## src/rtl/crypt_pkg.sv

```systemverilog
// Shared definitions for the round-based crypt engine: modes, FSM states
// and width-generic rotate helpers (width passed as an argument, <= MAX_W).
package crypt_pkg;

  localparam logic MODE_ENC = 1'b0;
  localparam logic MODE_DEC = 1'b1;

  typedef enum logic [1:0] {
    ST_IDLE,
    ST_RUN,
    ST_DONE
  } state_t;

  localparam int unsigned MAX_W = 128;
  typedef logic [MAX_W-1:0] word_t;

  function automatic word_t rotl(
    word_t       x,
    int unsigned w,
    int unsigned amt
  );
    word_t       m;
    word_t       v;
    int unsigned a;
    m = (w >= MAX_W) ? '1 : ((word_t'(1) << w) - word_t'(1));
    v = x & m;
    a = amt % w;
    // a == 0 shifts right by w, which yields zero for a masked value
    return ((v << a) | (v >> (w - a))) & m;
  endfunction

  function automatic word_t rotr(
    word_t       x,
    int unsigned w,
    int unsigned amt
  );
    return rotl(x, w, w - (amt % w));
  endfunction

endpackage

```

## src/rtl/nonce_lfsr.sv

```systemverilog
// Free-running Galois LFSR; steps every cycle, held at SEED in reset.
module nonce_lfsr
  #(
    parameter int           W    = 16,
    parameter logic [W-1:0] TAPS = 'hB400,
    parameter logic [W-1:0] SEED = 'hACE1
  )
  (
    input  logic         Clk,
    input  logic         Rst,
    output logic [W-1:0] value
  );

  always_ff @(posedge Clk or posedge Rst) begin
    if (Rst) begin
      value <= SEED;
    end else begin
      value <= (value >> 1) ^ (value[0] ? TAPS : '0);
    end
  end

endmodule

```

## src/rtl/crypt_engine.sv

```systemverilog
// Iterative encrypt/decrypt engine, one round per clock, one transaction
// in flight; encryption prepends the LFSR nonce to the ciphertext.
module crypt_engine
  import crypt_pkg::*;
  #(
    parameter int                 DATA_W    = 60,
    parameter int                 NONCE_W   = 16,
    parameter int                 ROUNDS    = 8,
    parameter int                 ROT       = 7,
    parameter logic [NONCE_W-1:0] LFSR_TAPS = 'hB400,
    parameter logic [NONCE_W-1:0] LFSR_SEED = 'hACE1
  )
  (
    input  logic                      Clk,
    input  logic                      Rst,
    input  logic                      in_valid,
    output logic                      in_ready,
    input  logic                      in_mode,
    input  logic [DATA_W+NONCE_W-1:0] in_data,
    input  logic [DATA_W-1:0]         key,
    output logic                      out_valid,
    input  logic                      out_ready,
    output logic                      out_mode,
    output logic [DATA_W+NONCE_W-1:0] out_data
  );

  localparam int OUT_W = DATA_W + NONCE_W;
  localparam int RW    = (ROUNDS > 1) ? $clog2(ROUNDS) : 1;
  localparam logic [RW-1:0] LAST = RW'(ROUNDS - 1);

  function automatic logic [DATA_W-1:0] rl(
    logic [DATA_W-1:0] x,
    int unsigned       amt
  );
    return DATA_W'(rotl(word_t'(x), DATA_W, amt));
  endfunction

  function automatic logic [DATA_W-1:0] rr(
    logic [DATA_W-1:0] x,
    int unsigned       amt
  );
    return DATA_W'(rotr(word_t'(x), DATA_W, amt));
  endfunction

  state_t              state;
  state_t              state_next;
  logic                mode_q;
  logic [DATA_W-1:0]   s_q;
  logic [DATA_W-1:0]   rk_q;
  logic [NONCE_W-1:0]  n_q;
  logic [RW-1:0]       r_q;
  logic [NONCE_W-1:0]  lfsr;
  logic [NONCE_W-1:0]  n_sel;
  logic [DATA_W-1:0]   rep;
  logic [DATA_W-1:0]   ke;
  logic [DATA_W-1:0]   rk_init;
  logic [DATA_W-1:0]   s_next;
  logic [DATA_W-1:0]   rk_next;
  logic                accept;
  logic                last;

  nonce_lfsr #(
    .W    (NONCE_W),
    .TAPS (LFSR_TAPS),
    .SEED (LFSR_SEED)
  ) u_lfsr (
    .Clk   (Clk),
    .Rst   (Rst),
    .value (lfsr)
  );

  assign in_ready = (state == ST_IDLE);
  assign accept   = in_valid && in_ready;
  assign last     = (r_q == LAST);

  assign n_sel = (in_mode == MODE_DEC) ? in_data[OUT_W-1:DATA_W] : lfsr;

  for (genvar i = 0; i < DATA_W; i++) begin : g_rep
    assign rep[i] = n_sel[i % NONCE_W];
  end

  assign ke = key ^ rep;

  // The round key register walks by one bit per round; decrypt starts
  // from the last encrypt round key and walks backwards.
  assign rk_init = (in_mode == MODE_DEC) ? rl(ke, (ROUNDS - 1) % DATA_W) : ke;

  always_comb begin
    s_next  = s_q;
    rk_next = rk_q;
    if (mode_q == MODE_DEC) begin
      s_next  = rr(s_q, ROT) ^ rk_q;
      rk_next = rr(rk_q, 1);
    end else begin
      s_next  = rl(s_q ^ rk_q, ROT);
      rk_next = rl(rk_q, 1);
    end
  end

  always_comb begin
    state_next = state;
    unique case (state)
      ST_IDLE: if (accept)    state_next = ST_RUN;
      ST_RUN:  if (last)      state_next = ST_DONE;
      ST_DONE: if (out_ready) state_next = ST_IDLE;
      default:                state_next = ST_IDLE;
    endcase
  end

  always_ff @(posedge Clk or posedge Rst) begin
    if (Rst) begin
      state <= ST_IDLE;
    end else begin
      state <= state_next;
    end
  end

  always_ff @(posedge Clk or posedge Rst) begin
    if (Rst) begin
      mode_q <= MODE_ENC;
      s_q    <= '0;
      rk_q   <= '0;
      n_q    <= '0;
      r_q    <= '0;
    end else if (accept) begin
      mode_q <= in_mode;
      s_q    <= in_data[DATA_W-1:0];
      rk_q   <= rk_init;
      n_q    <= n_sel;
      r_q    <= '0;
    end else if (state == ST_RUN) begin
      s_q  <= s_next;
      rk_q <= rk_next;
      r_q  <= last ? '0 : r_q + RW'(1);
    end
  end

  assign out_valid = (state == ST_DONE);
  assign out_mode  = out_valid ? mode_q : MODE_ENC;

  always_comb begin
    out_data = '0;
    if (out_valid) begin
      if (mode_q == MODE_DEC) begin
        out_data = {{NONCE_W{1'b0}}, s_q};
      end else begin
        out_data = {n_q, s_q};
      end
    end
  end

endmodule

```

## config.mk

```make
export PLATFORM = sky130hd
export DESIGN_NAME = crypt_engine
export DESIGN_NICKNAME = d
export VERILOG_FILES = /design/src/rtl/crypt_pkg.sv /design/src/rtl/nonce_lfsr.sv /design/src/rtl/crypt_engine.sv
export SDC_FILE = /design/constraint.sdc
export NUM_CORES = 1
export LEC_CHECK = 0
export CELL_PAD_IN_SITES_DETAIL_PLACEMENT = 1
export CELL_PAD_IN_SITES_GLOBAL_PLACEMENT = 1
export CORE_MARGIN = 4
export CORE_UTILIZATION = 25
export CTS_BUF_LIST = sky130_fd_sc_hd__clkbuf_2
export CTS_CLUSTER_SIZE = 14
export DETAILED_ROUTE_END_ITERATION = 12
export GPL_ROUTABILITY_DRIVEN = 0
export GPL_TIMING_DRIVEN = 0
export HOLD_SLACK_MARGIN = 0.06
export PLACE_DENSITY_LB_ADDON = 0.1
export SLEW_MARGIN = 20
export SYNTH_ARGS = -nofsm -noshare
export SYNTH_HDL_FRONTEND = slang
export SYNTH_SLANG_ARGS = --single-unit
```

## constraint.sdc

```tcl
create_clock -name Clk -period 13.32 [get_ports Clk]
set_input_delay 2.664 -clock Clk [delete_from_list [all_inputs] [get_ports Clk]]
set_output_delay 2.664 -clock Clk [all_outputs]
set_load 0.02 [all_outputs]
```

==> out/qor.json <==
{
  "synth_simple_gate_area_share_pct": 12.81,
  "synthMuxAreaShare_pct": 9.252,
  "drt_drc_violations_left": 0,
  "vias": 10420,
  "grt_util_met1_pct": 30.75,
  "final_layout_setup_total_negative_slack_ns": 0,
  "period_needed_ns": 6.274,
  "power.density_cell_area_nw_per_um2": 217.4,
  "timing.rr.start": "state[0]",
  "grt_max_degree": 88,
  "largest_family_of_logic_cells_by_synthesized_area": "compound AO/OA/AOI/OAI gates",
  "syn2layout_area_growth_pct": 28.10,
  "syn-instance-count": 1262,
  "fp.dieH_um": 221.3,
  "tritoncts_num_sinks": 158,
  "grt_use_total_pct": 21.48,
  "grt_pass1_wl_mm": 78.34,
  "placement.io_buffers": 212,
  "clkSlewWorstSetupHoldPaths_ns": 0.28,
  "netlist_top_cells_count": "244 x sky130_fd_sc_hd__nor2_1, 174 x sky130_fd_sc_hd__xnor2_1, 150 x sky130_fd_sc_hd__dfrtp_1, 146 x sky130_fd_sc_hd__a21oi_1, 70 x sky130_fd_sc_hd__mux2i_1",
  "worst_reg2reg_path_endpoint": "s_q[18]",
  "synth.ff_latch_count": 158,
  "family_with_the_most_delay_on_the_worst_path": "buffers and inverters",
  "p_leak_nw": 5.497,
  "fin_skew_ns": 0.06730,
  "post_synthesis_share_of_cell_area_spent_on_xor_and_xnor_gates_pct": 18.17,
  "post_synth_instance_area_um2": 11370,
  "post_layout_inst_area_um2": 14570,
  "postSynthNetCount": 1405,
  "die-area_um2": 48970,
  "drt_pass1_iterations": 5,
  "slowest_delay_ns": 0.77,
  "worst_setup_path_endpoint": "in_ready",
  "post_cts_resized": 0,
  "cts.path.max_buffers": 2,
  "ys.flop_type": "sky130_fd_sc_hd__dfrtp_1",
  "grt_overflow": 0,
  "rrSetupSlack_ns": 10.90,
  "finalWirelength_mm": 53.70,
  "worst-r2r-cell-count": 5,
  "coreArea_um2": 44610,
  "start_util_pct": 25.50,
  "synth.most_common_cell": "sky130_fd_sc_hd__nor2_1",
  "crit_fanout": 10,
  "result_of_the_run": "completed",
  "yosys.area_share.adder_pct": 0.2200,
  "drt.antenna.violating_nets": 0,
  "cap_viol_max_count": 0,
  "nature_of_the_critical_path_startpoint": "register",
  "final_hold_viol_count": 0,
  "groute.layer.met3.usage_pct": 3.591,
  "synth_edf_count": 0,
  "placed_area_um2": 14270,
  "drt_first_iter_violations": 595,
  "route.detailed.vias_per_inst": 4.960,
  "floorplan.die.width_um": 221.3,
  "critical-path-slowest-cell": "sky130_fd_sc_hd__clkdlybuf4s50_1",
  "timing.critical_path.cells": "buf_2 > nor2_1 > clkbuf_1 > clkdlybuf4s50_1",
  "final_layout_size_suffix_gt1_share_pct": 8.096,
  "min_period_over_period_pct": 47.10,
  "max_freq_ghz": 0.1594,
  "timing_worst_slew_pin_value_ns": 0.9083,
  "fp-row-count": 77,
  "netlist.area_leader.share_pct": 33.00,
  "dp_hpwl_mm": 42.87,
  "vdd_ir_drop_max_mv": 0.05683,
  "antenna_violations_before_repair": 1,
  "root_buffer": "sky130_fd_sc_hd__clkbuf_2",
  "clock_latency_ns": 0.85,
  "clock_tree.htree_level_count": 4,
  "cts_post_setup_buffers_inserted": 0,
  "critPathLaunch": "state[0]",
  "worst-path-stages": 4,
  "synth.top_cells.by_area": "sky130_fd_sc_hd__dfrtp_1 33%, sky130_fd_sc_hd__xnor2_1 13%, sky130_fd_sc_hd__nor2_1 8.1%, sky130_fd_sc_hd__a21oi_1 6.4%, sky130_fd_sc_hd__mux2i_1 6.2%",
  "cts_made_buffers": 17,
  "tritoncts": "built",
  "synth.lib_cells_used.distinct": 35,
  "ctsHoldBuffers": 0,
  "critical_path.endpoint_type": "output port",
  "fillCellCount": 5281,
  "grtUsageMet2_pct": 34.38,
  "io_pins": 220,
  "synth_compound_gate_area_share_pct": 20.13,
  "rsz0062_at_grt": "false",
  "post-route-util_pct": 32.66,
  "required_ns": 10.66,
  "warnings_from_yosys": 0,
  "critical_path_arrival_ns": 3.61,
  "synth_area_per_cell_um2": 9.012,
  "first_global_vias": 11310,
  "hold_class": "reg2reg",
  "slew_headroom_pct": 39.22,
  "cp_num_buf_inv": 3,
  "async_flop_share_pct": 100.0,
  "timing_max_transition_violations_final": 0,
  "num-nets-final": 1637,
  "setup_viol_count_final": 0,
  "criticalPathCategory": "reg2out",
  "synth_top_area_cell": "sky130_fd_sc_hd__dfrtp_1",
  "post_drt_wl_per_cell_um": 25.57,
  "synth-seq-area-share_pct": 34.85,
  "grt-busiest-layer": "met2"
}
state kept, by name, summed over array words and instances (netlist names):
name,flops
mode_q,1
n_q,16
r_q,3
rk_q,60
s_q,60
state,2
u_lfsr.value,16
cell families (layout without fill, tap and decap cells):
logic type	after synthesis	count (layout)
simple gates	333	333
compound gates	330	330
xor+xnor	236	236
flops	158	158
buf+inv	117	362
mux	86	86
fa+ha+maj	2	2
other cells	0	1
cells in the final DEF (no fill, tap or decap), types with 2 or more instances in the layout:
cell type,Yosys,layout
sky130_fd_sc_hd__o21ai_0,51,51
sky130_fd_sc_hd__clkinvlp_4,0,3
sky130_fd_sc_hd__buf_2,30,30
sky130_fd_sc_hd__a21oi_1,146,146
sky130_fd_sc_hd__a22o_1,2,2
sky130_fd_sc_hd__inv_1,12,11
sky130_fd_sc_hd__a2111oi_2,26,26
sky130_fd_sc_hd__mux2i_1,70,70
sky130_fd_sc_hd__nor2_1,244,244
sky130_fd_sc_hd__o22ai_1,10,10
sky130_fd_sc_hd__a2111oi_0,14,14
sky130_fd_sc_hd__nand2_1,11,11
sky130_fd_sc_hd__ha_1,2,2
sky130_fd_sc_hd__buf_4,5,5
sky130_fd_sc_hd__nor2b_1,3,3
sky130_fd_sc_hd__dfstp_2,8,8
sky130_fd_sc_hd__xnor2_1,174,174
sky130_fd_sc_hd__a211oi_1,9,9
sky130_fd_sc_hd__clkbuf_2,0,21
sky130_fd_sc_hd__and2_1,68,68
sky130_fd_sc_hd__xor2_1,62,62
sky130_fd_sc_hd__clkdlybuf4s50_1,0,212
sky130_fd_sc_hd__a2111oi_1,11,11
sky130_fd_sc_hd__nand2b_1,3,3
sky130_fd_sc_hd__clkbuf_1,60,60
sky130_fd_sc_hd__bufinv_16,0,5
sky130_fd_sc_hd__a32oi_1,50,50
sky130_fd_sc_hd__o22a_1,10,10
sky130_fd_sc_hd__dfrtp_1,150,150
sky130_fd_sc_hd__mux2i_4,15,15
sky130_fd_sc_hd__buf_1,8,8
how the worst min path moves through the flow:
| stage | start | to | slack [ns] | cells past startpoint |
|---|---|---|---|---|
| 2_1_floorplan | u_lfsr.value[0] | u_lfsr.value[15] | 0.35 | 0 |
| 3_5_place_dp | u_lfsr.value[0] | u_lfsr.value[15] | 0.36 | 0 |
| 3_3_place_gp | u_lfsr.value[0] | u_lfsr.value[15] | 0.36 | 0 |
| 6_report | u_lfsr.value[0] | u_lfsr.value[15] | 0.39 | 0 |
| 4_1_cts | u_lfsr.value[0] | u_lfsr.value[15] | 0.39 | 0 |
| 5_1_grt | u_lfsr.value[0] | u_lfsr.value[15] | 0.39 | 0 |
report_power, final:
part / total [mW] / switching (mW) / leakage, nW / internal [mW]
clock: 0.342 / 0.198 / 0.168 / 0.144
combinational: 1.68 / 0.914 / 3.50 / 0.763
sequential: 1.15 / 0.441 / 1.83 / 0.707
layout make-up:
cell class / instances / area (um2) / share of cell area (%)
Inverter: 12 / 52.55 / 0.3607
Buffer: 105 / 474.2 / 3.255
Timing Repair Buffer: 213 / 2150 / 14.75
Clock inverter: 11 / 190.2 / 1.305
Tap cell: 592 / 740.7 / 5.084
Antenna cell: 1 / 2.502 / 0.01718
Multi-Input combinational cell: 987 / 6890 / 47.29
Clock buffer: 21 / 105.1 / 0.7214
Sequential cell: 158 / 3964 / 27.21
layer usage:
layer,vias to the layer above,wire length [um]
met1,5221,26230
met2,299,24230
met5,-,0
met3,41,2368
met4,0,875
li1,4854,-
metrics by stage:
stage / std cells / setup slack (ns) / hold WS [ns] / total power [mW]
detailed placement: 2067 / 8.000 / 0.3576 / 2.843
global route: 2100 / 6.857 / 0.3906 / 3.429
global placement: 2066 / 3.291 / 0.3558 / 2.815
finish: 2100 / 7.046 / 0.3859 / 3.167
CTS: 2099 / 6.987 / 0.3879 / 3.194
floorplan: 1262 / 6.406 / 0.3533 / 2.181
(Power assumes the default switching activity.)
